===== src/rtl/mem_port_arbiter.sv =====
// Arbitrates N_MASTERS masters onto one single-port RAM (phase-select or round-robin),
// registers the RAM command and routes each read's data back to its issuer two cycles later.
module mem_port_arbiter #(
    parameter int N_MASTERS = 3,
    parameter int DATA_W    = 8,
    parameter int ADDR_W    = 8,
    parameter int MODE      = 0
) (
    input  logic                          clk,
    input  logic                          reset,
    input  logic [N_MASTERS-1:0]          req,
    input  logic [N_MASTERS-1:0]          wren_in,
    input  logic [N_MASTERS*DATA_W-1:0]   data_in,
    input  logic [N_MASTERS*ADDR_W-1:0]   addr_in,
    input  logic [$clog2(N_MASTERS)-1:0]  phase,
    input  logic [DATA_W-1:0]             q_mem,
    output logic [DATA_W-1:0]             data,
    output logic [ADDR_W-1:0]             address,
    output logic                          wren,
    output logic [N_MASTERS-1:0]          gnt,
    output logic [N_MASTERS-1:0]          rd_valid,
    output logic [DATA_W-1:0]             q_out
);

    localparam int IDX_W = $clog2(N_MASTERS);
    localparam logic [IDX_W-1:0] LAST_IDX = IDX_W'(N_MASTERS - 1);

    logic [IDX_W-1:0]     ptr_r;
    logic                 grant_s;
    logic [IDX_W-1:0]     grant_idx_s;
    logic [N_MASTERS-1:0] gnt_s;
    int                   cand_s;

    logic [ADDR_W-1:0]    sel_addr_s;
    logic [DATA_W-1:0]    sel_data_s;
    logic                 sel_wren_s;

    logic [ADDR_W-1:0]    address_r;
    logic [DATA_W-1:0]    data_r;
    logic                 wren_r;
    logic                 rd1_valid_r;
    logic [IDX_W-1:0]     rd1_idx_r;
    logic [N_MASTERS-1:0] rd_valid_r;
    logic [DATA_W-1:0]    q_out_r;

    function automatic logic [N_MASTERS-1:0] idx_to_onehot(input logic [IDX_W-1:0] idx);
        logic [N_MASTERS-1:0] vec;
        vec      = '0;
        vec[idx] = 1'b1;
        return vec;
    endfunction

    // Grant selection: phase-indexed master, or first requester after the last winner.
    always_comb begin
        gnt_s       = '0;
        grant_s     = 1'b0;
        grant_idx_s = '0;
        cand_s      = 32'sd0;
        if (reset) begin
            grant_s = 1'b0;
        end else if (MODE == 0) begin
            if (int'(phase) < N_MASTERS) begin
                grant_s     = req[phase];
                grant_idx_s = phase;
            end else begin
                grant_s = 1'b0;
            end
        end else begin
            // Searching offsets 1..N from ptr visits ptr itself last, so a lone
            // continuous requester still wins every cycle.
            for (int off = 1; off <= N_MASTERS; off++) begin
                cand_s = (int'(ptr_r) + off) % N_MASTERS;
                if (!grant_s && req[cand_s]) begin
                    grant_s     = 1'b1;
                    grant_idx_s = IDX_W'(cand_s);
                end else begin
                    grant_s = grant_s;
                end
            end
        end
        if (grant_s) begin
            gnt_s = idx_to_onehot(grant_idx_s);
        end else begin
            gnt_s = '0;
        end
    end

    // Command fields of the winning master.
    always_comb begin
        sel_addr_s = addr_in[grant_idx_s*ADDR_W +: ADDR_W];
        sel_data_s = data_in[grant_idx_s*DATA_W +: DATA_W];
        sel_wren_s = wren_in[grant_idx_s];
    end

    // RAM command register; idle cycles drop wren but keep address/data stable.
    always_ff @(posedge clk or posedge reset) begin
        if (reset) begin
            address_r <= '0;
            data_r    <= '0;
            wren_r    <= 1'b0;
        end else if (grant_s) begin
            address_r <= sel_addr_s;
            data_r    <= sel_data_s;
            wren_r    <= sel_wren_s;
        end else begin
            wren_r    <= 1'b0;
        end
    end

    // Round-robin pointer tracks the most recent winner.
    always_ff @(posedge clk or posedge reset) begin
        if (reset) begin
            ptr_r <= LAST_IDX;
        end else if (grant_s) begin
            ptr_r <= grant_idx_s;
        end else begin
            ptr_r <= ptr_r;
        end
    end

    // Read-return pipeline: the issuer index travels with the read, so later
    // phase or grant changes cannot redirect it.
    always_ff @(posedge clk or posedge reset) begin
        if (reset) begin
            rd1_valid_r <= 1'b0;
            rd1_idx_r   <= '0;
            rd_valid_r  <= '0;
        end else begin
            rd1_valid_r <= grant_s & ~sel_wren_s;
            rd1_idx_r   <= grant_idx_s;
            if (rd1_valid_r) begin
                rd_valid_r <= idx_to_onehot(rd1_idx_r);
            end else begin
                rd_valid_r <= '0;
            end
        end
    end

    // Shared read-data register, loaded every cycle.
    always_ff @(posedge clk or posedge reset) begin
        if (reset) begin
            q_out_r <= '0;
        end else begin
            q_out_r <= q_mem;
        end
    end

    assign gnt      = gnt_s;
    assign address  = address_r;
    assign data     = data_r;
    assign wren     = wren_r;
    assign rd_valid = rd_valid_r;
    assign q_out    = q_out_r;

endmodule


===== config.mk =====
export PLATFORM = sky130hd
export DESIGN_NAME = mem_port_arbiter
export DESIGN_NICKNAME = d
export VERILOG_FILES = /design/src/rtl/mem_port_arbiter.sv
export SDC_FILE = /design/constraint.sdc
export NUM_CORES = 1
export LEC_CHECK = 0
export CAP_MARGIN = 5
export CORE_MARGIN = 5
export CORE_UTILIZATION = 34
export CTS_BUF_LIST = sky130_fd_sc_hd__clkbuf_4 sky130_fd_sc_hd__clkbuf_8
export DETAILED_ROUTE_END_ITERATION = 7
export GPL_TIMING_DRIVEN = 1
export PLACE_DENSITY = 0.87
export SLEW_MARGIN = 20
export SYNTH_ARGS = -nofsm -noshare
export SYNTH_HDL_FRONTEND = slang
export SYNTH_SLANG_ARGS = --single-unit

===== constraint.sdc =====
create_clock -name clk -period 1.7 [get_ports clk]
set_input_delay 0.255 -clock clk [delete_from_list [all_inputs] [get_ports clk]]
set_output_delay 0.255 -clock clk [all_outputs]
set_load 0.05 [all_outputs]

==> results of run 1 <==
-- power groups by stage --
stage | clock network, mW | registers [mW] | logic (mW)
after global placement | 0 | 0.923 | 1.07
final | 0.869 | 0.912 | 1.07
after global routing | 0.923 | 0.927 | 1.13
after floorplan | 0 | 1.30 | 0.266
after CTS | 0.889 | 0.913 | 1.09
after detailed placement | 0 | 0.925 | 1.08
-- worst max-delay path, stage by stage --
cell and delay, ns:
clkdlybuf4s50_1 0.53, nor4b_2 0.43, buf_12 0.19
-- sequential cells by signal, summed over array words and instances (netlist names) --
name / count
address: 8
q_out: 8
data: 8
rd1_idx_r: 2
rd1_valid_r: 1
wren: 1
rd_valid: 3
-- cells in the final DEF, fill, tap and decap left out, types with 2 or more instances in the layout --
master / netlist / layout
dfrtp_1: 31 / 31
clkdlybuf4s50_1: 0 / 63
buf_4: 2 / 42
a2bb2oi_1: 6 / 6
mux2_2: 8 / 8
nor2_1: 2 / 2
mux2_4: 8 / 8
buf_12: 0 / 6
a2bb2oi_2: 9 / 9
nand2b_1: 2 / 2
bufinv_16: 0 / 2
and3b_1: 2 / 2
o22ai_1: 17 / 17
clkbuf_8: 0 / 5
-- final timing paths --
path / start / endpoint / slack, ns / cells past startpoint
min in group asynchronous: reset / data[5]$_DFFE_PP0P_ / 0.56 / 3
max reg2reg: address[3]$_DFFE_PP0P_ / address[3]$_DFFE_PP0P_ / 0.92 / 1
max: reset / gnt[0] / 0.04 / 3
min: q_mem[0] / q_out[0]$_DFF_PP0_ / 0.41 / 1
max in group asynchronous: reset / data[0]$_DFFE_PP0P_ / 0.72 / 4
min reg2reg: rd1_idx_r[0]$_DFF_PP0_ / rd_valid[0]$_DFF_PP0_ / 0.44 / 1
-- per-stage QoR --
stage	hold WS, ns	area, um2	total power, mW	TNS [ns]
after floorplan	0.286	1520	1.57	0
after global placement	0.425	2600	1.99	-3.66
after detailed placement	0.437	2600	2.01	-4.84
after CTS	0.400	2740	2.89	0
after global routing	0.397	2750	2.98	-0.00414
final	0.414	2750	2.86	0
-- final cells by class --
| type | instances | area (um2) |
|---|---|---|
| fillers | 329 | 1570 |
| repair buffers | 113 | 1090 |
| flip-flops and latches | 31 | 776 |
| multi-input cells | 67 | 682 |
| clock buffers | 6 | 76.3 |
| well taps | 52 | 65.1 |
| clock inverters | 2 | 60.1 |
| inverters | 1 | 3.75 |
-- layer usage --
layer | global-route usage | vias to the layer above
met1 | 0.184 | 630
met5 | 0 | -
met3 | 0.0757 | 6
met2 | 0.247 | 83
li1 | - | 632
met4 | 0.0367 | 0
-- timing repair --
item	4_1_cts	5_1_grt
endpoints found under the setup margin	3	2
gates cloned	0	0
resized for setup	2	2
-- synth_stat cells --
master / count / area [um2]
nor2_1: 2 / 7.51
nor4b_1: 1 / 8.76
and3_1: 1 / 6.26
o2bb2a_1: 1 / 10.0
buf_6: 3 / 33.8
nor2b_1: 1 / 6.26
mux2_2: 8 / 90.1
nand2_4: 1 / 11.3
and2b_2: 1 / 8.76
mux2i_1: 1 / 10.0
a2bb2oi_1: 6 / 52.6
buf_4: 2 / 15.0
nor3b_1: 2 / 15.0
and3b_1: 2 / 17.5
dfrtp_1: 31 / 776
o22ai_1: 17 / 106
inv_1: 1 / 3.75
a2bb2oi_2: 9 / 135
a21oi_4: 1 / 16.3
o2bb2ai_2: 1 / 15.0
mux2_4: 8 / 120
and3_2: 1 / 7.51
buf_2: 3 / 15.0
o22a_1: 1 / 8.76
nand2b_1: 2 / 12.5
-- kinds of logic after synthesis --
group,count (synthesis),synth area share
compound gates,36,0.228
buf+inv,9,0.0448
flops,31,0.514
mux,17,0.146
simple gates,14,0.0672
==> results.ini, run 1 <==
[outcome]
status = finished, final reports clean

[power]
seq_power_share = 0.320
clock_power_share = 0.304
combPwrFrac = 0.376
vdd_drop_max_mv = 0.458
internal_power_mw = 1.92
powerDensity_nw_per_um2 = 1040
switching_power_uw = 931
p_leak_nw = 1.23
p_sw_frac = 0.326

[routing]
route.met3.wl_um = 472
viasPerCell = 4.97
wl_met2_mm = 2.10
routed_wl_mm = 4.52
vias = 1351
drtPass1Iterations = 4
route.detailed.drc = 0
avgRoutedWirePerCell_um = 16.6
highest_layer = met4
detail-route-antenna-nets = 0
wl_met1_mm = 1.90
drt_iter0_drc = 32

[worst_setup_path]
required_ns = 1.44
worst-setup-path-type = in -> out
cp-start-kind = input port
cp.arrival_ns = 1.41
cp_max_fo = 5
critPathCaptureType = output port

[sta]
worst_pin_slew_ns = 0.341
drv_slew = 0
fin_ws_ns = 0.0398
max_freq_mhz = 602
period_share = 0.977
hold_viol_final = 0
finalClockSkew_ns = 0.000602
slew_headroom = 0.772
fin_crit_ns = 1.66
setup_viol = 0

[clock_network]
numCtsBuffers = 5
clockBufferDepth = 2
clkTransAtPathRegs_ns = 0.06
cts.sinks = 31
h-tree-depth = 2
clockRootBuffer = clkbuf_8
cts_tree = done
hold_buffers = 0
post-cts-setup-buffer-count = 0
clock_latency_ns = 0.27

[finish]
num_antenna_cells = 0
drive_gt1_frac = 0.409
stdcell_count = 272
area_growth_pct = 82.3
nNetsFinal = 285
final_util = 0.636

[floorplanning]
dieArea_um2 = 5870
coreArea_um2 = 4320
die_w_um = 76.6
start_util = 0.349
die_y_um = 76.6
core.rowCount = 24
pin_count = 97

[logic_synthesis]
synth_cell_types = 25
synth_seq_area_share = 0.514
syn_area_um2 = 1510
yosys_warnings = 0
synth-seq-cells = 31
synth_nets = 173
avgSynthCellArea_um2 = 14.1
syn_inst = 107

[placement]
dp_worst_setup_slack_ns = -0.283
place_congestion = 0.783
hpwl_mm = 3.69
dp_cells = 264
port_buffers = 96

[global_routing]
grt_pass1_wl_mm = 7.29
grt_util_all_layers = 0.154
grt_max_degree = 21
grt_pass1_vias = 1480
grt-ovfl-total = 0
antenna_found_initial = 0

[min_path]
hp-class = in -> reg

[run]
cap_violations = 0

Note: power is estimated with default switching activity, not from simulation.
==> run 2: changes to the inputs <==
- clock period: 1.7 -> 1.4 ns (I/O delays scaled with it)
==> results.ini, run 2 (synthesized netlist as in run 1, its figures left out) <==
[finish]
final_common_cell = clkdlybuf4s50_1
num_antenna_cells = 0  ; unchanged
area_growth_pct = 106
drive_gt1_frac = 0.436  ; +0.0265
final_cell_mix = clkdlybuf4s50_1 (59), buf_12 (32), dfrtp_1 (31), buf_4 (19), o22ai_1 (17)
nNetsFinal = 290  ; +1.8%
finalInstanceArea_um2 = 3110  ; +13%
stdcell_count = 277  ; +1.8%

[worst_setup_path]
crit_path_cell_trace = dlygate4sd2_1 > buf_6 > nor3b_4 > and3_4 > buf_12
cp_max_fo = 3  ; -2
worst-setup-path-type = in -> out
cp-start-kind = input port
required_ns = 1.19  ; -0.25 ns
cp_num_buf_inv = 3  ; +1
cpLargestDelayFamily = buffers and inverters
crit_path_max_incr_delay_ns = 0.27  ; -0.26 ns
critPathCaptureType = output port
slowest_stage = dlygate4sd2_1
cp.arrival_ns = 1.16  ; -0.25 ns

[floorplanning]
pin_count = 97  ; unchanged
start_util = 0.349  ; unchanged
coreArea_um2 = 4320  ; unchanged
die_w_um = 76.6  ; unchanged
die_y_um = 76.6  ; unchanged
dieArea_um2 = 5870  ; unchanged
core.rowCount = 24  ; unchanged

[routing]
drtPass1Iterations = 3  ; -1
routed_wl_mm = 5.02  ; +11%
vias = 1398  ; +3.5%
route.detailed.drc = 0  ; unchanged
avgRoutedWirePerCell_um = 18.1  ; +9.2%
drt_iter0_drc = 38  ; +19%
detail-route-antenna-nets = 0  ; unchanged
viasPerCell = 5.05  ; +1.6%

[outcome]
status = finished, final reports clean

[clock_network]
cts.sinks = 31  ; unchanged
clockBufferDepth = 2  ; unchanged
numCtsBuffers = 5  ; unchanged
clock_latency_ns = 0.28  ; about the same
clkTransAtPathRegs_ns = 0.06  ; about the same
h-tree-depth = 2  ; unchanged
cts_tree = done
clockRootBuffer = clkbuf_8

[power]
powerDensity_nw_per_um2 = 1170  ; +13%
vdd_drop_max_mv = 0.900  ; +97%
p_leak_nw = 1.35  ; +10%

[placement]
hpwl_mm = 4.06  ; +9.9%
place_congestion = 0.747  ; -4.6%
dp_worst_setup_slack_ns = -0.519  ; -0.236 ns
port_buffers = 96  ; unchanged
dp_cells = 268  ; +1.5%
placed_cell_area_um2 = 2960  ; +14%

[global_routing]
grt_pass1_wl_mm = 8.33  ; +14%
grt_pass1_vias = 1656  ; +12%
grt-ovfl-total = 0  ; unchanged
grt_max_degree = 20  ; -4.8%
antenna_found_initial = 0  ; unchanged
grt_util_all_layers = 0.180  ; +0.0264

[sta]
period_share = 0.976
fin_crit_ns = 1.37
finalClockSkew_ns = 0.00114  ; +0.000541 ns
fin_ws_ns = 0.0341  ; -0.00568 ns
drv_slew = 0  ; unchanged
fin_setup_tns_ns = 0  ; unchanged
worst_pin_slew_ns = 0.263  ; -0.0780 ns
hold_viol_final = 0  ; unchanged
holdWs_ns = 0.229  ; -0.186 ns
max_freq_mhz = 732
setup_viol = 0  ; unchanged
slew_headroom = 0.824  ; +0.0519

[min_path]
hp-class = in -> async

[run]
cap_violations = 0  ; unchanged

## run 2: changes by cell type in the layout (fill, tap and decap cells not counted), sizes merged
cell	before	now
dlymetal6s2s	1	0
bufinv	2	0
clkdlybuf4s15	0	1
clkbuf	6	9
dlygate4sd2	1	4
buf	48	53
clkdlybuf4s50	63	59
## run 2: metrics by stage
stage                util  power (mW)
floorplan               -        1.90
global placement    0.684        2.82
detailed placement  0.684        2.85
CTS                 0.714        3.66
global route        0.718        3.78
finish              0.718        3.63
## run 2: final cells by class
type                    instances  area (um2)
well taps                      52        65.1
inverters                       1        3.75
flip-flops and latches         31         776
clock buffers                   8         104
multi-input cells              67         711
repair buffers                118        1450
fillers                       273        1220
## run 2: metal layers
layer | vias to the layer above | GRT usage | wire length (um)
li1 | 647 | - | -
met1 | 656 | 0.201 | 1980
met2 | 85 | 0.285 | 2340
met3 | 10 | 0.102 | 593
met4 | 0 | 0.0682 | 104
met5 | - | 0 | 0
## run 2: where the power goes
part / switching, mW / internal, mW
Clock: 0.318 / 0.467
Sequential: 0.152 / 1.03
Combinational: 0.753 / 0.908
## run 2: repair_timing
| item | in CTS | in global routing |
|---|---|---|
| buffers inserted | 1 | 0 |
| pin swaps | 2 | 3 |
| hold buffers | 0 | 0 |
| setup endpoints to repair | 21 | 15 |
| resized for setup | 10 | 8 |
## run 2: path summary, 6_finish.rpt
check / slack (ns) / start / cells past startpoint / to
worst max-delay path: 0.03 / reset / 5 / gnt[1]
worst min-delay path: 0.23 / reset / 3 / address[5]$_DFFE_PP0P_
worst max register to register: 0.58 / data[7]$_DFFE_PP0P_ / 1 / data[7]$_DFFE_PP0P_
worst min register to register: 0.45 / rd1_idx_r[0]$_DFF_PP0_ / 1 / rd_valid[0]$_DFF_PP0_
max in group asynchronous: 0.73 / reset / 4 / q_out[4]$_DFF_PP0_
min in group clk: 0.37 / q_mem[3] / 1 / q_out[3]$_DFF_PP0_
==> RTL change 1, RTL diff (config.mk and constraints of run 2) <==
Set the parameter `DATA_W` to 6 (it was 8).
--- a/src/rtl/mem_port_arbiter.sv
+++ b/src/rtl/mem_port_arbiter.sv
@@ -2,7 +2,7 @@
 // registers the RAM command and routes each read's data back to its issuer two cycles later.
 module mem_port_arbiter #(
     parameter int N_MASTERS = 3,
-    parameter int DATA_W    = 8,
+    parameter int DATA_W    = 6,
     parameter int ADDR_W    = 8,
     parameter int MODE      = 0
 ) (
Ports: changed (resized data, data_in, q_mem and q_out); port bits go from 97 to 85. No check against the original RTL was run, so the function may have changed too.
==> RTL change 1 against run 2 <==
Power down 19%; synthesized cell count fell by 8.4%; global-route usage grew 0.31 points; synthesized area fell by 11%; count of clock-buffer cells in the layout fell by 5; setup slack better by 0.0024 ns; die area fell by 9.8%; routed wire length decreased by 6.4%; highest routed layer unchanged; maximum frequency increased by 0.18%; sequential cell count fell by 4; design area decreased by 12%; non-clock buffer count decreased by 10.
==> RTL change 1: results <==
layout:
  nNetsFinal: 261
  drive_above_1_share_pct: 43.1
  instances_no_fill: 250
synthesis:
  syn_nets: 156
  ys_seq_area_share_pct: 50.5
  synthTopCellsByCount: "27 x dfrtp_1, 14 x o2bb2ai_1, 13 x a22oi_1, 8 x mux2_4, 6 x mux2_2"
  ys_top_cells_by_area: "dfrtp_1 50%, o2bb2ai_1 9.2%, mux2_4 9.0%, a22oi_1 7.3%, mux2_2 5.0%"
  yosysUniqueCellTypes: 24
  ys.flop_type: "dfrtp_1"
  ys_warn_count: 0
  syn_avg_cell_area_um2: 13.7
critical_path:
  path_max_fanout: 5
  slowest_stage: "and2b_2"
  cp_data_arrival_time_ns: 1.15
  slowest_delay_ns: 0.28
  critical_path.top_delay_family: "simple AND/OR/NAND/NOR gates"
cts:
  cts_max_level: 1
  cts_root_buffer: "clkbuf_8"
  insertion_delay_ns: 0.27
  cts_made_buffers: 3
  clkTransAtPathRegs_ns: 0.09
global_routing:
  grt_pass1_wl_um: 7300
  track_usage_pct: 18.4
  grt_pass1_vias: 1377
  grt_util_met2_pct: 34.3
  grt_max_degree: 17
  gr-usage-met1_pct: 20.3
  grtUsageMet3_pct: 5.79
routing:
  initialDrtViolationCount: 42
  routed_wl_um: 4700
  wl_met2_um: 2610
  met1_length_um: 1710
  via_per_inst: 5.00
  first_pass_iters: 4
  drt.antenna.violating_nets: 0
  met3_length_um: 344
placed_design:
  placed_area_um2: 2650
  port_buffers: 84
  gp_routability_congestion: 0.868
  dp_cells: 243
  dpl_worst_slack_ns: -0.557
  hpwl_um: 3950
status:
  status: "completed"
power:
  leakagePower_nw: 1.18
  max-vdd-ir-drop_v: 0.000902
sta:
  tightestPinTransition_ns: 0.244
  fin_skew_ns: 0.000576
hold_path:
  hp-class: "in -> async"
RTL change 1: cell count changes after synthesis, sizes merged, moves of 4 or more:
cell / before / now
a2bb2oi: 15 / 0
o22ai: 17 / 0
and2: 0 / 4
dfrtp: 31 / 27
o2bb2ai: 1 / 14
a22oi: 0 / 15
RTL change 1: what timing repair did:
item	4_1_cts	5_1_grt
pin swaps	3	4
hold buffers	0	0
endpoints found under the hold margin	0	0
setup buffers	3	0
gates resized for setup	23	1
setup endpoints to repair	19	1
RTL change 1: final timing paths:
check                           cells past startpoint                   start  slack (ns)                endpoint
worst max-delay path                                6                phase[1]        0.04                  gnt[1]
worst min-delay path                                3                   reset        0.15     data[4]$_DFFE_PP0P_
worst max register to register                      1     data[3]$_DFFE_PP0P_        0.57     data[3]$_DFFE_PP0P_
worst min register to register                      1  rd1_idx_r[1]$_DFF_PP0_        0.49   rd_valid[0]$_DFF_PP0_
max in group asynchronous                           3                   reset        1.05  rd1_idx_r[0]$_DFF_PP0_
min in group clk                                    4                phase[0]        0.34  rd1_idx_r[1]$_DFF_PP0_
RTL change 1: kinds of logic (layout without fill, tap and decap cells):
group                  Yosys count  after routing  share of synthesized area (%)
AOI/OAI and AO/OA               34             34                           22.9
DFF                             27             27                           50.5
muxes                           14             14                           14.0
and+or+nand+nor                 14             14                           7.38
buffers and inverters            9            113                           5.23
RTL change 1: report_power, final:
part	switching (mW)	total, mW	internal (mW)
combinational	0.655	1.46	0.800
sequential	0.139	1.04	0.897
clock	0.244	0.446	0.202
total	1.04	2.94	1.90
RTL change 1: area by class of cell:
cell class	count	area, um^2
inverter	1	7.51
multi-input combinational	62	632
fill	235	997
clock inverter	1	7.51
timing repair buffer	108	1320
sequential	27	676
clock buffer	3	41.3
tap	48	60.1
==> RTL change 2, RTL diff (settings of run 2) <==
Made on the original files. Reset style: synchronous (`reset`), changed in 4 clocked blocks.
--- a/src/rtl/mem_port_arbiter.sv
+++ b/src/rtl/mem_port_arbiter.sv
@@ -93,7 +93,7 @@
     end
 
     // RAM command register; idle cycles drop wren but keep address/data stable.
-    always_ff @(posedge clk or posedge reset) begin
+    always_ff @(posedge clk) begin
         if (reset) begin
             address_r <= '0;
             data_r    <= '0;
@@ -108,7 +108,7 @@
     end
 
     // Round-robin pointer tracks the most recent winner.
-    always_ff @(posedge clk or posedge reset) begin
+    always_ff @(posedge clk) begin
         if (reset) begin
             ptr_r <= LAST_IDX;
         end else if (grant_s) begin
@@ -120,7 +120,7 @@
 
     // Read-return pipeline: the issuer index travels with the read, so later
     // phase or grant changes cannot redirect it.
-    always_ff @(posedge clk or posedge reset) begin
+    always_ff @(posedge clk) begin
         if (reset) begin
             rd1_valid_r <= 1'b0;
             rd1_idx_r   <= '0;
@@ -137,7 +137,7 @@
     end
 
     // Shared read-data register, loaded every cycle.
-    always_ff @(posedge clk or posedge reset) begin
+    always_ff @(posedge clk) begin
         if (reset) begin
             q_out_r <= '0;
         end else begin
Formal check against the unedited RTL: differs if reset is asserted again (counterexample within 4 cycles, from zero or initial values and one cycle with reset high); with reset held inactive, the same outputs for 10 cycles.
==> RTL change 2 against run 2 <==
Worst hold slack improved by 0.15 ns; combinational power is 46% lower; global-route usage fell by 0.89 points; routed wire length is 4.7% higher; power fell by 23%; design area rose by 0.56%; synthesized area increased by 5.1%; setup slack worse by 0.0061 ns; clock power is 15% higher; clock skew is essentially flat; core utilization shrank 1.5 points; sequential cell count did not move; critical path type unchanged; critical endpoint unchanged.
==> RTL change 2: results <==
layout:
  buffer_area_share_pct: 46.0
  n_fill_cell: 332
  buffers: 114
  final_core_util_pct: 70.3
  multi_input_gates: 121
  antennaDiodeCount: 0
  seq_area_um2: 621
  instances_no_fill: 327
critical_path:
  ff2ff_setup_slack_ns: 0.66
  cp_data_arrival_time_ns: 1.16
  reg2reg_from: "rd1_valid_r$_SDFF_PP0_"
  reg2reg_to: "rd_valid[1]$_SDFF_PP0_"
  path_max_fanout: 2
  slowest_stage: "o22a_2"
  crit_start: "req[1]"
placed_design:
  dp_cells: 318
  gp_routability_congestion: 0.706
  hpwl_um: 4190
  dpl_worst_slack_ns: -0.416
synthesis:
  ys_top_cells_by_area: "dfxtp_1 39%, mux2i_1 11%, nor2b_1 9.5%, a211o_1 8.8%, a211oi_1 7.6%"
  synthCells: 171
  syn_nets: 237
  async_reset_ff_share_pct: 0
  ys_seq_area_share_pct: 39.1
  synth_most_common_cell: "dfxtp_1"
  yosysUniqueCellTypes: 23
  synthTopCellsByCount: "31 x dfxtp_1, 24 x nor2b_1, 17 x mux2i_1"
sta:
  tightestPinTransition_ns: 0.287
  fin_skew_ns: 0.00146
global_routing:
  grtUsageMet3_pct: 8.70
  track_usage_pct: 17.2
hold_path:
  hold_depth: 4
  hp-class: "in -> reg"
routing:
  vias: 1661
  met1_length_um: 1990
  initialDrtViolationCount: 97
  routed_wl_um: 5260
status:
  status: "completed"
power:
  max-vdd-ir-drop_v: 0.000852
RTL change 2: cell count changes after synthesis, moves of 6 or more:
cell	run 2	this run
clkbuf_1	0	9
o22ai_1	17	1
dfrtp_1	31	0
nor2b_1	1	24
mux2_4	8	0
nand2_1	0	16
a2bb2oi_2	9	0
a21oi_1	0	16
a211o_1	0	16
dfxtp_1	0	31
a2bb2oi_1	6	0
mux2_2	8	0
a211oi_1	0	16
mux2i_1	1	17
RTL change 2: cell families (layout without fill, tap and decap cells):
logic type             count (synthesis)  in the layout  synth area share, %
and+or+nand+nor                       52             52                 19.1
AOI/OAI and AO/OA                     52             52                 23.5
DFF                                   31             31                 39.1
muxes                                 17             17                 10.7
buffers and inverters                 19            123                 7.50
RTL change 2: worst min-delay path, cell delays in order:
cell and delay (ns):
buf_2 0.14, nand2b_4 0.07, buf_4 0.14, nor2_1 0.05
RTL change 2: power by group:
group	internal, mW	switching, mW
Clock	0.575	0.324
Sequential	0.936	0.0513
Combinational	0.499	0.402
